==> config.mk <==
export PLATFORM = sky130hd
export DESIGN_NAME = wide_add_sequencer
export DESIGN_NICKNAME = d
export VERILOG_FILES = /design/src/rtl/wide_add_sequencer.sv
export SDC_FILE = /design/constraint.sdc
export NUM_CORES = 1
export LEC_CHECK = 0
export CORE_ASPECT_RATIO = 2
export CORE_MARGIN = 8
export CORE_UTILIZATION = 53
export CTS_BUF_LIST = sky130_fd_sc_hd__clkbuf_4
export CTS_CLUSTER_SIZE = 12
export DETAILED_ROUTE_END_ITERATION = 10
export PLACE_DENSITY = 0.83
export SLEW_MARGIN = 15
export SYNTH_ARGS = -nofsm -noshare
export SYNTH_HDL_FRONTEND = slang
export SYNTH_SLANG_ARGS = --single-unit
==> constraint.sdc <==
create_clock -name clk -period 9 [get_ports clk]
set_clock_uncertainty 0.1 [all_clocks]
set_input_delay 1.8 -clock clk [delete_from_list [all_inputs] [get_ports clk]]
set_output_delay 1.8 -clock clk [all_outputs]
set_load 0.005 [all_outputs]
==> src/rtl/wide_add_sequencer.sv <==
// Multi-cycle WIDTH-bit adder built from one shared CHUNK-bit slice, LSB slice first; ADD_SEQ_SUB_EN adds a subtract mode.
// Latency: out_valid rises NCHUNK edges after accept; one job in flight, in_ready only in IDLE.
// Backpressure: a finished result is held in DONE until out_ready; new operands wait until IDLE.
module wide_add_sequencer #(
    parameter int WIDTH = 64,
    parameter int CHUNK = 16
) (
    input  logic             clk,
    input  logic             rst,
    input  logic             in_valid,
    output logic             in_ready,
    input  logic [WIDTH-1:0] a,
    input  logic [WIDTH-1:0] b,
    input  logic             cin,
`ifdef ADD_SEQ_SUB_EN
    input  logic             sub,
`endif
    output logic             out_valid,
    input  logic             out_ready,
    output logic [WIDTH-1:0] sum,
    output logic             cout,
    output logic             busy
);

    localparam int NCHUNK = WIDTH / CHUNK;
    localparam int IDXW   = (NCHUNK > 1) ? $clog2(NCHUNK) : 1;
    localparam logic [IDXW-1:0] LAST_IDX = IDXW'(NCHUNK - 1);

    typedef enum logic [1:0] {
        IDLE = 2'd0,
        RUN  = 2'd1,
        DONE = 2'd2
    } state_t;

    state_t                         state;
    logic [IDXW-1:0]                idx;
    logic                           carry;
    logic [NCHUNK-1:0][CHUNK-1:0]   a_q;
    logic [NCHUNK-1:0][CHUNK-1:0]   b_q;
    logic [NCHUNK-1:0][CHUNK-1:0]   sum_q;
`ifdef ADD_SEQ_SUB_EN
    logic                           sub_q;
`endif

    logic [CHUNK-1:0] op_a;
    logic [CHUNK-1:0] op_b;
    logic [CHUNK:0]   slice;

    assign in_ready = (state == IDLE);
    assign sum      = sum_q;

    // The single shared slice; the carry bit is kept in full so it can ripple to the next cycle.
    always_comb begin
        op_a = a_q[idx];
        op_b = b_q[idx];
`ifdef ADD_SEQ_SUB_EN
        if (sub_q) begin
            op_b = ~b_q[idx];
        end
`endif
        slice = {1'b0, op_a} + {1'b0, op_b} + {{CHUNK{1'b0}}, carry};
    end

    always_ff @(posedge clk or posedge rst) begin
        if (rst) begin
            state     <= IDLE;
            idx       <= '0;
            carry     <= 1'b0;
            a_q       <= '0;
            b_q       <= '0;
            sum_q     <= '0;
            cout      <= 1'b0;
            out_valid <= 1'b0;
            busy      <= 1'b0;
`ifdef ADD_SEQ_SUB_EN
            sub_q     <= 1'b0;
`endif
        end else begin
            case (state)
                IDLE: begin
                    if (in_valid) begin
                        a_q   <= a;
                        b_q   <= b;
                        idx   <= '0;
                        sum_q <= '0;
                        busy  <= 1'b1;
                        state <= RUN;
`ifdef ADD_SEQ_SUB_EN
                        sub_q <= sub;
                        // Two's complement subtract: a + ~b + 1, so cin is overridden.
                        carry <= sub ? 1'b1 : cin;
`else
                        carry <= cin;
`endif
                    end
                end
                RUN: begin
                    sum_q[idx] <= slice[CHUNK-1:0];
                    carry      <= slice[CHUNK];
                    idx        <= idx + 1'b1;
                    if (idx == LAST_IDX) begin
                        cout      <= slice[CHUNK];
                        out_valid <= 1'b1;
                        state     <= DONE;
                    end
                end
                DONE: begin
                    if (out_ready) begin
                        out_valid <= 1'b0;
                        busy      <= 1'b0;
                        state     <= IDLE;
                    end
                end
                default: begin
                    state     <= IDLE;
                    out_valid <= 1'b0;
                    busy      <= 1'b0;
                end
            endcase
        end
    end

endmodule

==> flow_summary.ini <==
[status]
status = complete, but fails checks
violations = DRC

[clock_network]
root_buffer = clkbuf_4
cts_resized = 0
hold_buffers = 0
cts_buffer_depth = 2
post_cts_buffers = 0
cts-htree-levels = 4
clkTransAtPathRegs_ns = 0.15
tritoncts = built
numCtsBuffers = 17
clock_latency_ns = 0.57
cts_sinks = 200

[cells_and_area]
final_util = 0.676
final_common_cell = nand2_1
layout_common_cells = 428 x nand2_1, 200 x clkdlybuf4s50_1, 198 x dfrtp_1
finalNonFillerCells = 1317
nNetsFinal = 1249
layout-drive-gt1-share = 0.0732
area_growth_syn_to_layout_pct = 26.2

[synthesis]
syn-instance-count = 926
syn-mean-instance-area_um2 = 9.84
ys.flop_type = dfrtp_1
async_flop_share = 1.00
ys_seq_elements = 200
syn_area_um2 = 9110
seq_area_frac_synth = 0.549
synth_edf_count = 0
syn_nets = 1080
yosysUniqueCellTypes = 43
yosys_warnings = 0

[floorplanning]
design.core.area_um2 = 17000
num_rows = 68
initial_core_util = 0.536
io_pins = 201
die_area_um2 = 21900
die_h_um = 201
die_x_um = 109

[grt]
grt_max_degree = 122
grt_pass1_vias = 7751
grtUsageTotal = 0.229
grt_pass1_wl_mm = 39.5
antenna_found_initial = 1
grt_overflow = 0

[timing]
worst_pin_slew_ns = 1.04
finalWorstSetupSlack_ns = 4.63
timing.slew.headroom = 0.310
timing.fmax_ghz = 0.229
slew_viol_final = 0
timing.final.crit_share = 0.486
rsz0062_at_grt = false
finalSetupViolations = 0
fin_tns_setup_ns = 0
hold_viol = 0
period_minus_slack_ns = 4.37

[setup_path]
worstPathMaxFanout = 24
crit_type = reg -> reg
start_kind = flop
arrival_ns = 4.72
end_kind = flop
required_ns = 9.35

[placed_design]
post-place-ws_ns = 4.63
place_hpwl_mm = 17.8
io_buffers = 200
dp_cells = 1286
globalplace.congestion = 0.929

[pwr]
p_per_area_nw_per_um2 = 412
peakVddDrop_mv = 0.179
power.leakage_nw = 5.50
finalPower_mw = 4.74

[run]
max-cap-violations = 0

[route]
drt_iter0_markers = 392
vias_per_cell = 5.58
antenna_left = 0
route.detailed.drc = 1
wl_per_cell_um = 18.2
vias = 7351
routed_wl_mm = 24.0
drt_pass1_iterations = 8

[hold_path]
hp-class = reg -> reg
## cell type report
cell class                      count  area (um2)
Antenna cell                        1        2.50
Clock buffer                       19         143
Clock inverter                     11         150
Fill cell                        1335        5520
Inverter                            6        30.0
Multi-Input combinational cell    664        3860
Sequential cell                   200        5010
Tap cell                          210         263
Timing Repair Buffer              206        2050
## critical path, stage by stage (launching register included)
cell      delay (ns)
dfrtp_2         0.70
buf_4           0.48
mux4_2          0.59
fa_1            0.47
fa_1            0.43
a21o_1          0.24
a221oi_2        0.46
o31a_4          0.25
mux2i_1         0.34
o21ai_0         0.17
## final timing paths
| kind | start | endpoint | slack [ns] | cells after the start |
|---|---|---|---|---|
| worst max-delay path | idx[0] | sum[46] | 4.63 | 9 |
| worst min-delay path | b_q[53] | b_q[53] | 0.39 | 2 |
| worst max register to register | idx[0] | sum[46] | 4.63 | 9 |
| worst min register to register | b_q[53] | b_q[53] | 0.39 | 2 |
| max in group asynchronous | rst | idx[0] | 5.53 | 3 |
| min in group asynchronous | rst | a_q[42] | 1.65 | 2 |
## where the power goes
group	leakage (nW)	switching, mW	total, mW	internal, mW
registers	2.53	0.236	1.53	1.29
clock network	0.145	0.293	0.490	0.196
logic	2.83	1.57	2.72	1.15
## per-stage QoR
stage	area, um2	hold WS [ns]
final	11500	0.389
after floorplan	9110	0.340
after global routing	11500	0.414
after global placement	11200	0.352
after CTS	11500	0.391
after detailed placement	11200	0.358
## routing by layer
layer,share of wire,vias up,global-route usage
met1,0.39,3566,0.276
met2,0.50,302,0.376
met3,0.072,48,0.0477
met5,0,-,0
li1,-,3435,-
met4,0.040,0,0.114
## cell usage after synthesis (all sizes together) (8+ instances only)
cell type	instances	share of area
a21oi	19	0.010
a22o	32	0.031
buf	24	0.013
clkbuf	32	0.013
dfrtp	200	0.55
ha	19	0.026
mux4	32	0.079
nand2	430	0.18
nand3	14	0.0077
nor2	11	0.0045
o21ai	41	0.023
xnor2	8	0.0077
## registers in the layout (all words and copies together) (netlist names)
| signal | count |
|---|---|
| sum | 64 |
| state | 2 |
| cout | 1 |
| busy | 1 |
| a_q | 64 |
| idx | 2 |
| carry | 1 |
| out_valid | 1 |
| b_q | 64 |
## kinds of logic (layout without fill, tap and decap cells)
group	count (synthesis)	count (layout)	share of synthesized area
other	0	1	0
flip-flops	200	200	0.549
multiplexers	33	33	0.0802
XOR/XNOR	11	11	0.0106
AND/OR/NAND/NOR	478	478	0.207
adder cells (fa/ha/maj)	21	21	0.0305
AO/OA/AOI/OAI	121	121	0.0934
buffers and inverters	62	242	0.0290
Power figures use the tool's default switching activity.
